**src/rtl/wr_arbiter.sv**
```systemverilog
// Round-robin write-port arbiter with bounded burst ownership for the async FIFO write side.
// Define WR_ARB_STATS_EN to add per-requester accepted/stall counters on stat_sel/stat_cnt.
module wr_arbiter #(
  parameter int unsigned N         = 4,
  parameter int unsigned W         = 8,
  parameter int unsigned MAX_BURST = 4
) (
  input  logic           wclk,
  input  logic           rst,
  input  logic [N-1:0]   req,
  input  logic [N*W-1:0] req_data,
  output logic [N-1:0]   gnt,
  output logic [W-1:0]   w_data,
  output logic           winc,
  input  logic           wfull,
  output logic [2:0]     owner,
`ifdef WR_ARB_STATS_EN
  input  logic [2:0]     stat_sel,
  output logic [15:0]    stat_cnt,
`endif
  output logic           busy
);

  typedef enum logic [0:0] {StIdle, StBurst} state_e;

  state_e     state_q, state_d;
  logic [2:0] rr_ptr_q, rr_ptr_d;
  logic [2:0] owner_q, owner_d;
  logic [3:0] beat_q, beat_d;

  logic [7:0]   req_pad;
  logic [7:0]   gnt_pad;
  logic [W-1:0] data_arr [8];
  logic [2:0]   sel, cur;
  logic         found, wr;

  function automatic logic [2:0] next_idx(input logic [2:0] i);
    return (i == 3'(N - 1)) ? 3'd0 : i + 3'd1;
  endfunction

  // Pad to 8 lanes so a 3-bit index is always in range.
  always_comb begin
    req_pad = 8'(req);
    for (int i = 0; i < 8; i++) data_arr[i] = '0;
    for (int i = 0; i < N; i++) data_arr[i] = req_data[i*W +: W];
  end

  always_comb begin
    logic [3:0] tmp;
    sel   = rr_ptr_q;
    found = 1'b0;
    tmp   = '0;
    for (int k = 0; k < N; k++) begin
      tmp = {1'b0, rr_ptr_q} + 4'(k);
      if (tmp >= 4'(N)) tmp = tmp - 4'(N);
      if (!found && req_pad[tmp[2:0]]) begin
        sel   = tmp[2:0];
        found = 1'b1;
      end
    end
  end

  always_comb begin
    state_d  = state_q;
    rr_ptr_d = rr_ptr_q;
    owner_d  = owner_q;
    beat_d   = beat_q;
    cur      = owner_q;
    wr       = 1'b0;
    unique case (state_q)
      StIdle: begin
        cur = sel;
        if (found) begin
          owner_d = sel;
          state_d = StBurst;
          if (!wfull) begin
            wr     = 1'b1;
            beat_d = 4'd1;
            if (MAX_BURST == 1) begin
              state_d  = StIdle;
              rr_ptr_d = next_idx(sel);
              beat_d   = 4'd0;
            end
          end
        end
      end
      StBurst: begin
        wr = req_pad[owner_q] & ~wfull;
        if (!req_pad[owner_q] || (wr && (beat_q + 4'd1 == 4'(MAX_BURST)))) begin
          state_d  = StIdle;
          rr_ptr_d = next_idx(owner_q);
          beat_d   = 4'd0;
        end else if (wr) begin
          beat_d = beat_q + 4'd1;
        end
      end
      default: state_d = StIdle;
    endcase
  end

  always_ff @(posedge wclk) begin
    if (!rst) begin
      state_q  <= StIdle;
      rr_ptr_q <= 3'd0;
      owner_q  <= 3'd0;
      beat_q   <= 4'd0;
    end else begin
      state_q  <= state_d;
      rr_ptr_q <= rr_ptr_d;
      owner_q  <= owner_d;
      beat_q   <= beat_d;
    end
  end

  // Outputs are forced low while reset is held, independent of req/wfull.
  always_comb begin
    winc    = wr & rst;
    gnt_pad = winc ? (8'd1 << cur) : 8'd0;
    gnt     = gnt_pad[N-1:0];
    w_data  = winc ? data_arr[cur] : '0;
    busy    = rst & (state_q == StBurst);
    owner   = owner_q;
  end

`ifdef WR_ARB_STATS_EN
  logic [15:0] acc_q   [N];
  logic [15:0] stall_q [N];
  logic        stall;

  // A stall is a cycle where the current contender wants to write but the FIFO is full.
  assign stall = rst & wfull & req_pad[cur];

  always_ff @(posedge wclk) begin
    for (int i = 0; i < N; i++) begin
      if (!rst) begin
        acc_q[i]   <= 16'd0;
        stall_q[i] <= 16'd0;
      end else begin
        if (gnt_pad[i]) acc_q[i] <= acc_q[i] + 16'd1;
        if (stall && (cur == 3'(i))) stall_q[i] <= stall_q[i] + 16'd1;
      end
    end
  end

  always_comb begin
    stat_cnt = 16'd0;
    for (int i = 0; i < N; i++) begin
      if (stat_sel[2] && (N <= 4)) begin
        if ({1'b0, stat_sel[1:0]} == 3'(i)) stat_cnt = stall_q[i];
      end else if (stat_sel == 3'(i)) begin
        stat_cnt = acc_q[i];
      end
    end
  end
`endif

endmodule

```
**config.mk**
```make
export PLATFORM = sky130hd
export DESIGN_NAME = wr_arbiter
export DESIGN_NICKNAME = d
export VERILOG_FILES = /design/src/rtl/wr_arbiter.sv
export SDC_FILE = /design/constraint.sdc
export NUM_CORES = 1
export LEC_CHECK = 0
export ABC_CLOCK_PERIOD_IN_PS = 6400
export BUFFER_PORTS_ARGS = -buffer_cell sky130_fd_sc_hd__clkbuf_2
export CORE_MARGIN = 2
export CORE_UTILIZATION = 48
export CTS_CLUSTER_SIZE = 40
export DETAILED_ROUTE_END_ITERATION = 16
export HOLD_SLACK_MARGIN = 0.08
export PLACE_DENSITY = 0.87
export SETUP_SLACK_MARGIN = 0.3
export SLEW_MARGIN = 15
export SYNTH_ARGS = -nofsm -noshare
export SYNTH_HDL_FRONTEND = slang
export SYNTH_SLANG_ARGS = --single-unit
export TNS_END_PERCENT = 100
```
**constraint.sdc**
```tcl
create_clock -name wclk -period 6.4 [get_ports wclk]
set_input_delay 1.92 -clock wclk [delete_from_list [all_inputs] [get_ports wclk]]
set_output_delay 1.92 -clock wclk [all_outputs]
set_load 0.005 [all_outputs]
```
==> impl_metrics.yaml <==
worst_setup_path:
  critPathKind: "input pin to output port"
  start_kind: "input pin"
  cp.arrival_ns: 4.08
  required_ns: 4.48
  cp-startpoint: "req[0]"
  r2r_start: "rr_ptr_q[0]"
  slowest_delay_ns: 0.52
  crit_slowest_cell: "mux4_2"
  path_max_fanout: 8
  crit_path_end_kind: "output port"
  cpMostUsedCell: "mux4_2"
  cp_cell_sequence: "buf_6 > mux4_2 > o21ai_4 > nor3_4 > o41ai_4 > buf_4 > mux4_2 > and2_1 > clkbuf_2"
logic_synthesis:
  synth_top_area_frac: 0.183
  syn_area_sq_um: 1290
  synth_nets: 182
  synth.area.top_cells: "mux4_1, dfxtp_1, mux4_2, a21oi_1, and2_1"
  yosys.cell_types.count: 41
  syn-instance-count: 139
  yosysSeqAreaShare: 0.171
  synth_seq_cells: 11
  yosys_warnings: 0
  yosysTopAreaCell: "mux4_1"
  synth.avg_cell_area_sq_um: 9.28
detailed_routing:
  drt_iter0_drc: 39
  vias: 1321
  wl_per_cell_microns: 14.6
  dr.pass1.iters: 4
  via_per_inst: 5.82
  antenna_left: 0
  remaining_drc_errors: 0
  wirelength_microns: 3310
clock_tree:
  cts-root-buf: "clkbuf_4"
  cts_tree: "built"
  htree_levels: 1
  clk_latency_ns: 0.27
  cts.sinks: 11
  cts_max_path_buffers: 2
  clk_pin_slew_ns: 0.07
  numCtsBuffers: 3
hold_path:
  hold_start: "beat_q[1]"
  hold_class: "register to register"
floorplan:
  core-area_sq_um: 2520
  rows: 18
  die-area_sq_um: 3120
  die_h_microns: 55.8
  start_util: 0.511
  die_w_microns: 55.8
  io_pins: 56
timing:
  max_freq_mhz: 167
  fin_crit_ns: 6.00
  fin_crit_sh: 0.938
  tightest_slew_ns: 0.745
  hold_ws_ns: 0.489
  hold_viol_final: 0
  finalClockSkew_ns: 0.00340
  final_max_slew_viol_count: 0
  relSlewSlack: 0.497
  finalSetupViolCount: 0
  rsz0062_at_grt: "false"
  totalNegativeSetupSlack_ns: 0
grt:
  antenna_found_initial: 0
  grt_util_met1: 0.238
  grt_max_degree: 15
  busiest_layer: "met2"
  grt_usage: 0.212
  grt_pass1_vias: 1271
  overflow: 0
  grt_pass1_wl_microns: 5430
  gr-usage-met2: 0.401
  use_met3: 0.0256
finish:
  area_growth_pct: 27.7
  layout.nets: 241
  fin_area_sq_um: 1650
  drive_above_1_share: 0.447
  antenna_cells: 0
  final_cells: 227
  final_core_util: 0.653
place:
  dp_cells: 220
  placed_cell_area_sq_um: 1560
  dp_hpwl_microns: 2520
  place_congestion: 0.877
  port_buffers: 55
pwr:
  leakagePower_uw: 0.000719
  cellPowerDensity_nw_per_um2: 214
  ir_worst_vdd_mv: 0.231
outcome:
  status: "finished, final reports clean"
job:
  drv_cap: 0
[critical path, delay by kind of cell]
kind,cells,cell delay (ns)
simple gates,2,0.23
buf+inv,3,0.42
compound gates,2,0.50
mux,2,1.00
[Yosys cell counts]
| library cell | number |
|---|---|
| o32ai_2 | 1 |
| o211a_1 | 2 |
| nor3b_1 | 1 |
| buf_2 | 1 |
| and3_1 | 1 |
| o41ai_4 | 1 |
| o21ai_2 | 1 |
| nor4b_1 | 1 |
| nor3_1 | 5 |
| buf_4 | 1 |
| a311oi_1 | 1 |
| buf_6 | 2 |
| nand2b_1 | 4 |
| inv_1 | 8 |
| nor2_1 | 12 |
| clkbuf_1 | 1 |
| a211o_1 | 1 |
| nand4_1 | 1 |
| mux4_1 | 9 |
| o21a_1 | 2 |
| a21oi_1 | 12 |
| o211ai_1 | 1 |
| clkbuf_8 | 2 |
| o21ai_0 | 9 |
| o311ai_0 | 1 |
| dfxtp_1 | 11 |
| nor2b_1 | 1 |
| o31ai_1 | 2 |
| mux4_2 | 3 |
| nand2_1 | 10 |
| a2bb2oi_1 | 1 |
| ha_1 | 4 |
| o22ai_1 | 1 |
| nand3_1 | 3 |
| a211oi_1 | 1 |
| mux2i_1 | 5 |
| and2_1 | 9 |
| or2b_1 | 2 |
| a221o_1 | 1 |
| and3_2 | 1 |
| mux2_2 | 3 |
[power by group]
part           leakage, uW  switching [uW]  internal (uW)
registers        0.0000899            15.2           75.1
clock network    0.0000150            23.4           24.1
logic             0.000614            97.6            118
total             0.000719             136            217
[metal layers]
metal,vias to the layer above,part of all wire
li1,646,-
met1,626,0.40
met2,45,0.53
met3,4,0.054
met4,0,0.012
met5,-,0
[flip-flops by register name (all words and copies together) (netlist names)]
register,count
state_q,1
beat_q,4
rr_ptr_q,3
owner,3
[worst paths after layout]
kind	endpoint	slack [ns]	cells past startpoint
max	w_data[0]	0.40	9
min	beat_q[1]	0.49	2
max reg2reg	beat_q[2]	3.41	8
min reg2reg	beat_q[1]	0.49	2
[cells by family (layout without fill, tap and decap cells)]
family	count (synthesis)	after routing	synth area share
buf+inv	15	73	0.0747
simple gates	51	51	0.203
fa+ha+maj	4	4	0.0388
flops	11	11	0.171
mux	20	20	0.301
compound gates	38	38	0.212
[placed cells by master (no fill, tap or decap), types with 5 or more instances in the layout]
cell / n
dfxtp_1: 11
and2_1: 5
clkbuf_2: 51
buf_4: 5
nand2_1: 10
mux4_2: 11
nor2_1: 12
buf_6: 5
o21ai_0: 9
inv_1: 8
a21oi_1: 12
[repair_timing]
action	in CTS	in global routing
hold buffers	0	0
resized for setup	0	36
buffers inserted	0	2
setup endpoints to repair	0	8
[through the flow]
stage | total power [uW] | worst slack, ns
after CTS | 323 | 0.316
after floorplan | 233 | 0.692
after global placement | 270 | 0.385
after global routing | 383 | 0.311
after detailed placement | 276 | 0.320
final | 353 | 0.398
[area by class of cell]
type | count | area [sq um]
Clock buffer | 4 | 26.3
Fill cell | 220 | 875
Inverter | 8 | 30.0
Multi-Input combinational cell | 113 | 985
Sequential cell | 11 | 220
Tap cell | 30 | 37.5
Timing Repair Buffer | 61 | 349
(Power assumes the default switching activity.)
